--- src/rtl/fw_rule_sram_responder_pkg.sv ---
// Shared rule-store definitions: depth, end-of-rules marker, rule word layout and port FSM encodings.
// Imported by the responder, its RAM, and the firewall's rule-consult logic.
package fw_rule_sram_responder_pkg;

  localparam int RULE_DEPTH = 16;
  localparam int FIM_REGRAS = 4;

  // Rule word layout: {ip[63:32], port[31:16], reserved[15:8], action[7:0]}
  localparam int RULE_IP_LSB     = 32;
  localparam int RULE_IP_W       = 32;
  localparam int RULE_PORT_LSB   = 16;
  localparam int RULE_PORT_W     = 16;
  localparam int RULE_ACTION_LSB = 0;
  localparam int RULE_ACTION_W   = 8;

  typedef struct packed {
    logic [RULE_IP_W-1:0]     ip;
    logic [RULE_PORT_W-1:0]   port;
    logic [7:0]               rsvd;
    logic [RULE_ACTION_W-1:0] action;
  } rule_t;

  localparam logic [0:0] ST_IDLE = 1'b0;
  localparam logic [0:0] ST_ACK  = 1'b1;

endpackage

--- src/rtl/fw_rule_mem.sv ---
// Single-port synchronous rule RAM, write-first, one registered read cycle.
// No flow control: every cycle performs either a write or a read of addr.
module fw_rule_mem
  import fw_rule_sram_responder_pkg::*;
#(
  parameter int DATA_WIDTH = 64,
  parameter int ADDR_BITS  = $clog2(RULE_DEPTH)
) (
  input  logic                  clk,
  input  logic                  we,
  input  logic [ADDR_BITS-1:0]  addr,
  input  logic [DATA_WIDTH-1:0] wdata,
  output logic [DATA_WIDTH-1:0] rdata
);

  logic [DATA_WIDTH-1:0] mem [2**ADDR_BITS];

  always_ff @(posedge clk) begin
    if (we) begin
      mem[addr] <= wdata;
      rdata     <= wdata;
    end else begin
      rdata     <= mem[addr];
    end
  end

endmodule

--- src/rtl/fw_rule_sram_responder.sv ---
// SRAM rule-port responder: arbitrates read/write requests into a local rule RAM, ack one cycle after accept.
// Read data returns READ_LATENCY cycles after rd_ack, in order; requesters hold req until their ack.
module fw_rule_sram_responder
  import fw_rule_sram_responder_pkg::*;
#(
  parameter int DATA_WIDTH      = 64,
  parameter int SRAM_ADDR_WIDTH = 19,
  parameter int MEM_ADDR_BITS   = 4,
  parameter int READ_LATENCY    = 2
) (
  input  logic                       clk,
  input  logic                       reset,
  input  logic                       rd_req,
  input  logic [SRAM_ADDR_WIDTH-1:0] rd_addr,
  output logic                       rd_ack,
  output logic [DATA_WIDTH-1:0]      rd_data,
  output logic                       rd_vld,
  input  logic                       wr_req,
  input  logic [SRAM_ADDR_WIDTH-1:0] wr_addr,
  input  logic [DATA_WIDTH-1:0]      wr_data,
  output logic                       wr_ack,
  output logic                       oob_err,
  output logic [15:0]                rd_count,
  output logic [15:0]                wr_count
);

  logic [0:0]               rd_state, wr_state;
  logic                     prio_wr;
  logic                     rd_elig, wr_elig, rd_grant, wr_grant;
  logic                     rd_oob, wr_oob, rd_oob_q;
  logic                     mem_we;
  logic [MEM_ADDR_BITS-1:0] mem_addr;
  logic [DATA_WIDTH-1:0]    mem_q;
  logic [READ_LATENCY-1:0]  vld_pipe;
  logic [DATA_WIDTH-1:0]    dat_pipe [READ_LATENCY];

  assign rd_ack = (rd_state == ST_ACK);
  assign wr_ack = (wr_state == ST_ACK);

  // The ack cycle masks the port so a held request is not taken twice.
  assign rd_elig  = rd_req && !rd_ack;
  assign wr_elig  = wr_req && !wr_ack;
  assign wr_grant = wr_elig && (!rd_elig || prio_wr);
  assign rd_grant = rd_elig && (!wr_elig || !prio_wr);

  assign rd_oob = |rd_addr[SRAM_ADDR_WIDTH-1:MEM_ADDR_BITS];
  assign wr_oob = |wr_addr[SRAM_ADDR_WIDTH-1:MEM_ADDR_BITS];

  assign mem_we   = wr_grant && !wr_oob;
  assign mem_addr = wr_grant ? wr_addr[MEM_ADDR_BITS-1:0] : rd_addr[MEM_ADDR_BITS-1:0];

  fw_rule_mem #(
    .DATA_WIDTH (DATA_WIDTH),
    .ADDR_BITS  (MEM_ADDR_BITS)
  ) u_mem (
    .clk   (clk),
    .we    (mem_we),
    .addr  (mem_addr),
    .wdata (wr_data),
    .rdata (mem_q)
  );

  always_ff @(posedge clk or negedge reset) begin
    if (!reset) begin
      rd_state <= ST_IDLE;
      wr_state <= ST_IDLE;
      prio_wr  <= 1'b1;
      rd_oob_q <= 1'b0;
      oob_err  <= 1'b0;
      rd_count <= '0;
      wr_count <= '0;
    end else begin
      rd_state <= rd_grant ? ST_ACK : ST_IDLE;
      wr_state <= wr_grant ? ST_ACK : ST_IDLE;
      if (rd_elig && wr_elig) prio_wr <= !prio_wr;
      rd_oob_q <= rd_grant && rd_oob;
      if ((rd_grant && rd_oob) || (wr_grant && wr_oob)) oob_err <= 1'b1;
      if (rd_grant) rd_count <= rd_count + 16'd1;
      if (wr_grant) wr_count <= wr_count + 16'd1;
    end
  end

  // RAM output is valid during the rd_ack cycle; out-of-range reads and idle slots carry zero.
  always_ff @(posedge clk or negedge reset) begin
    if (!reset) begin
      vld_pipe <= '0;
      for (int i = 0; i < READ_LATENCY; i++) dat_pipe[i] <= '0;
    end else begin
      vld_pipe[0] <= rd_ack;
      dat_pipe[0] <= (rd_ack && !rd_oob_q) ? mem_q : '0;
      for (int i = 1; i < READ_LATENCY; i++) begin
        vld_pipe[i] <= vld_pipe[i-1];
        dat_pipe[i] <= dat_pipe[i-1];
      end
    end
  end

  assign rd_vld  = vld_pipe[READ_LATENCY-1];
  assign rd_data = dat_pipe[READ_LATENCY-1];

endmodule

--- config.mk ---
export PLATFORM = sky130hd
export DESIGN_NAME = fw_rule_sram_responder
export DESIGN_NICKNAME = d
export VERILOG_FILES = /design/src/rtl/fw_rule_sram_responder_pkg.sv /design/src/rtl/fw_rule_mem.sv /design/src/rtl/fw_rule_sram_responder.sv
export SDC_FILE = /design/constraint.sdc
export NUM_CORES = 1
export LEC_CHECK = 0
export CAP_MARGIN = 20
export CORE_ASPECT_RATIO = 1.5
export CORE_MARGIN = 2
export CORE_UTILIZATION = 60
export DETAILED_ROUTE_END_ITERATION = 16
export PLACE_DENSITY = 0.87
export SLEW_MARGIN = 10
export SYNTH_ARGS = -nofsm -noshare
export SYNTH_HDL_FRONTEND = slang
export SYNTH_SLANG_ARGS = --single-unit
--- constraint.sdc ---
create_clock -name clk -period 5 [get_ports clk]
set_input_delay 0.5 -clock clk [delete_from_list [all_inputs] [get_ports clk]]
set_output_delay 0.5 -clock clk [all_outputs]
set_load 0.01 [all_outputs]
-- Word-level counts from Yosys, hierarchy flattened
Memories as Yosys holds them, arrays and structs flattened. A register that Yosys moved wholly into a read port is not among the register bits.
Cells that the tools add are included.
- memories: 1
- memory bits (writable): 1024
- output and inout port bits: 100
- input bits: 106
- bits in registers: 167
- word-level logic and storage cells: 40
- memories (memory ; depth ; width ; read ports ; clocked after memory_dff ; wr ports ; line ; RTL):
    u_mem.mem ; 16 ; 64 ; 1 ; 1 ; 1 ; fw_rule_mem.sv:16 ; logic [DATA_WIDTH-1:0] mem [2**ADDR_BITS];
- mux-type cells: 6
- reductions and logical operators: 21
- add/subtract/negate cells: 2
- operators with widths (operator ; count):
    $mux W64 ; 1
    $add A16 B1 Y16 const B ; 2
    $reduce_or A15 Y1 ; 2
    $logic_and A1 B1 Y1 ; 9
    $logic_not A1 Y1 ; 7
    $mux W1 ; 4
    $mux W4 ; 1
    $logic_or A1 B1 Y1 ; 3

-- Logic depth before layout (Yosys ltp)
- depth after elaboration: 8
- depth in mapped cells: 8
- gate-level depth less buffers: 5

-- By module
A second synthesis with hierarchy kept.
- cell total of the unflattened synthesis: 1998
- area total of the unflattened synthesis: 44290.0 um^2
- modules (own cells, without submodules) (module ; instances ; cells each ; area an instance (um^2)):
    fw_rule_mem ; 1 ; 1587 ; 38380.6
    fw_rule_sram_responder ; 1 ; 411 ; 5909.4

-- Worst setup path before layout
Ideal clock, no wire load.
- path type: input -> register
- start: in wr_addr[10]
- end: mem u_mem.mem[11][0], enable pin
- setup slack: 281 ps
- path buffers: 0
- stages on the path: 4
- arrival time: 4225 ps
- setup time: 494 ps
- cell sequence: nor4_1 > and2_1 > and4b_1 > nor2b_1
- longest elaborated chain between the ends: 5
- ends and longest elaborated chain (element ; line ; RTL):
    start: declaration ; fw_rule_sram_responder.sv:19 ; input logic [SRAM_ADDR_WIDTH-1:0] wr_addr,
    $reduce_or A15 Y1 ; fw_rule_sram_responder.sv:47 ; assign wr_oob = |wr_addr[SRAM_ADDR_WIDTH-1:MEM_ADDR_BITS];
    $logic_not A1 Y1 ; fw_rule_sram_responder.sv:49 ; assign mem_we = wr_grant && !wr_oob;
    $logic_and A1 B1 Y1 ; fw_rule_sram_responder.sv:49 ;
    $mux W1 ; fw_rule_mem.sv:19 ; if (we) begin
    $mux W1 (implied by the code) ; fw_rule_mem.sv:20 ; mem[addr] <= wdata;
    end: declaration ; fw_rule_mem.sv:16 ;
Every way passes these cells.

-- Worst setup path after layout
- start: reg rd_state (netlist: rd_ack)
- end: mem u_mem.mem[3][27], enable pin
- longest elaborated chain between the ends: 8
- elaborated cells between the ends (all ways): 9
- ends and longest elaborated chain (element ; line ; RTL):
    start: declaration ; fw_rule_sram_responder.sv:27 ; logic [0:0] rd_state, wr_state;
    start signal: assignment ; fw_rule_sram_responder.sv:73 ; rd_state <= rd_grant ? ST_ACK : ST_IDLE;
    $logic_not A1 Y1 (*) ; fw_rule_sram_responder.sv:41 ; assign rd_elig = rd_req && !rd_ack;
    $logic_and A1 B1 Y1 (*) ; fw_rule_sram_responder.sv:41 ;
    $logic_not A1 Y1 (*) ; fw_rule_sram_responder.sv:43 ; assign wr_grant = wr_elig && (!rd_elig || prio_wr);
    $logic_or A1 B1 Y1 (*) ; fw_rule_sram_responder.sv:43 ;
    $logic_and A1 B1 Y1 (*) ; fw_rule_sram_responder.sv:43 ;
    $logic_and A1 B1 Y1 ; fw_rule_sram_responder.sv:49 ;
    $mux W1 ; fw_rule_mem.sv:19 ;
    $mux W1 (implied by the code) ; fw_rule_mem.sv:20 ;
Mark *: on every way between the ends. The rest lies on a longest branch, timed or not.

==> key figures <==
Synth
  – Synth Area in Compound Gates: 5.03%
  – Mapped Avg Cell Area: between 15 and 20 sq um
  – Synth warnings: 0
  – Post-Synth Simple-Gate Area: under 10%
  – Largest family of logic cells by synthesized area: multiplexers
  – Flops & latches, synth: about 1200
  – Sequential share of the synthesized area: between 70% and 80%
  – Netlist Area Pre-Place: roughly 0.045 sq mm
  – Syn_nets: 2555
  – Async SR Flop Fraction: ~14%
  – Top cell type by total area after synthesis: edfxtp_1
  – Synth Area in Adders: 0.0555%
  – Synth Area in XOR/XNOR: 0.602%
  – Dominant cells by area after synthesis: edfxtp_1 68%, mux2i_1 10%, dfrtp_1 9.2%
  – Mux cell area share after synthesis: between 10% and 20%
  – Yosys top cell area share: around two thirds
  – Post-synth cell types: 46
  – Top_reg_cell synth: edfxtp_1
  – Mapped Cells: 2447
  – EDFF count, synth: slightly above 1000

Die
  – IO Count: 206
  – Die Wd: 228 um
  – Core Region: ~0.075 sq mm
  – Die Height: about 340 um
  – DIE AREA: approximately 0.077 sq mm
  – Initial core utilization: 60.4%
  – Row cnt: between 100 and 150

Job
  – Max_cap viols: 0

Clocking
  – CTS max path bufs: 3
  – TritonCTS buffer count: 100
  – CTS resizes: 0
  – Setup Fix Bufs, Post-CTS: 0
  – Clock slew at reported path FFs: about 0.07 ns
  – CTS tree: yes
  – Worst skew pair latency: about 0.67 ns
  – CTS sink cnt: between 1000 and 1500
  – Clock Tree Root: clkbuf_16
  – H-tree levels: 3

Critical path
  – Crit path kind: flip-flop to flip-flop
  – Worst Setup End Kind: flip-flop
  – Top delay family on crit path: simple AND/OR/NAND/NOR gates
  – Crit-path cells: nand2b_1, o21ai_2, inv_1, nand4_1, nor2_4, buf_4
  – Slowest cell on the critical path: nor2_4
  – Buf/Inv on CP: 2
  – Arrival time worst endpoint: about 3.6 ns
  – Worst path max stage delay: 0.69 ns
  – CP max FO: 19
  – Critical Path RT: 5.33 ns
  – Crit start category: flip-flop

Timing
  – Setup Total Neg Slack: 0 ns
  – F_max: just over 300 MHz
  – Worst slew margin: between 20% and 30%
  – Fin. max-slew vios: 0
  – Clk_skew: between 0.02 and 0.025 ns
  – Post-route minimum period: ~3.3 ns
  – Worst slew pin tran: 1.14 ns
  – Fin Hold WS: 0.345 ns
  – Final hold violations: 0
  – Final Cycle Share: about two thirds
  – Final setup vio count: 0
  – Setup repair after global routing missed its margin: no

Power
  – Pwr Total: between 20000 and 25000 uW
  – Max VDD drop: 0.302 mV
  – P per Cell Area: around 430 mW/mm^2
  – P_leak: approximately 0.018 uW

Layout
  – Synth-to-Final Area Change: 13.2%
  – Leading cell type in the layout, fill and taps excluded: edfxtp_1
  – Fin util: a little under 70%
  – Final instance area: 0.0510 sq mm
  – Fill count: 4346
  – Final #Nets: ~2700
  – Most frequent cells in the layout: 1024 x edfxtp_1, 457 x mux2i_1, 204 x clkdlybuf4s50_1, 198 x a22oi_1, 166 x dfrtp_1
  – Share of layout cells above drive strength 1: under 10%

GRT
  – GRT Util Overall: ~27%
  – Pin count of the biggest net entering global routing: between 90 and 100
  – GRT overflow: 0
  – Number of global-route vias before repair: about 25000
  – First-pass GRT wire length: 156 mm
  – Initial antenna violation count: 8

Placed design
  – PortBufs: between 200 and 250
  – Routability Congestion: between 0.8 and 0.9
  – DP HPWL: approximately 59 mm
  – Post-DP Area: 0.0478 sq mm

Hold path
  – Hold crit path type: flip-flop to flip-flop

Run status
  – Status: finished clean

Detailed routing
  – Drt first-iter violations: between 3000 and 4000
  – Pre-antenna DRT Iters: 6
  – Final ANT Viol Nets: 0
  – Vias: between 20000 and 25000
  – Final WL: 107 mm
  – WL/cell: around 29 um
  – Drt drc: 0
  – Vias per cell: roughly 6.5
==> power breakdown <==
group | leakage (uW) | switching (uW) | total, uW | internal [uW]
combinational | 0.00510 | 1730 | 2890 | 1160
clock | 0.00158 | 3490 | 7670 | 4190
sequential | 0.0115 | 199 | 11300 | 11100
total | 0.0181 | 5410 | 21900 | 16500
==> layout make-up <==
type                       count  area [sq um]  area share [%]
antenna                        3          7.51          0.0147
clock buffer                 131          2730            5.35
clock inverter                56           490           0.961
inverter                       4          15.0          0.0294
multi-input combinational   1058          8980            17.6
sequential                  1195         35000            68.6
tap                         1000          1250            2.45
timing repair buffer         259          2550            5.00
==> Yosys cell counts, drive strengths merged, types with 7 or more instances <==
master and number:
mux4 29, nor2b 13, xor2 8, nand2 129, nor4 7, xnor2 23
o22ai 35, nor2 18, a221oi 29, o21ai 59, dfrtp 166, nand3 7
nand4 14, buf 135, clkbuf 55, mux2i 457, a22oi 198, edfxtp 1024
==> per-layer routing <==
metal | vias up | GRT usage [%] | share of wire [%]
met5 | - | 0 | 0.078
met4 | 12 | 14.4 | 4.7
met3 | 318 | 4.63 | 9.1
met2 | 1671 | 45.9 | 51
met1 | 12264 | 34.1 | 35
li1 | 9927 | - | -
==> worst reg2reg max path, delay by kind of cell, from the launching register on <==
family | cells | cell delay, ns
simple gates | 3 | 1.46
buf+inv | 2 | 0.81
flops | 1 | 0.43
compound gates | 1 | 0.25
==> stage by stage <==
stage | instances | setup slack, ns
finish | 3706 | 1.71
floorplan | 2447 | 0.281
detailed placement | 3515 | 1.18
CTS | 3703 | 1.73
global placement | 3515 | 1.31
global route | 3705 | 1.44
==> state kept, by name, indices dropped and copies added (netlist names), named ones only <==
signal / count
u_mem.mem: 1024
dat_pipe: 64
rd_data: 64
rd_count: 16
wr_count: 16
vld_pipe: 2
oob_err: 1
prio_wr: 1
rd_ack: 1
rd_oob_q: 1
wr_ack: 1
==> cells by family after synthesis <==
kind of cell / count (synthesis)
mux: 488
xor+xnor: 31
compound gates: 323
fa+ha+maj: 2
flops: 1195
simple gates: 214
buf+inv: 194
==> final timing paths <==
kind / from / endpoint / slack [ns] / cells after the start
max: rd_ack / u_mem.mem[3][27] / 1.71 / 6
min: dat_pipe[99] / rd_data[35] / 0.34 / 0
max reg2reg: rd_ack / u_mem.mem[3][27] / 1.71 / 6
min reg2reg: dat_pipe[99] / rd_data[35] / 0.34 / 0
max in group asynchronous: reset / dat_pipe[117] / 3.39 / 3
min in group asynchronous: reset / vld_pipe[0] / 0.39 / 2
==> repair_timing <==
| item | 4_1_cts | 5_1_grt |
|---|---|---|
| setup endpoints to repair | 0 | 0 |
| hold endpoints to repair | 65 | 0 |
| hold buffers | 1 | 0 |
Note: power is estimated with default switching activity, not from simulation.
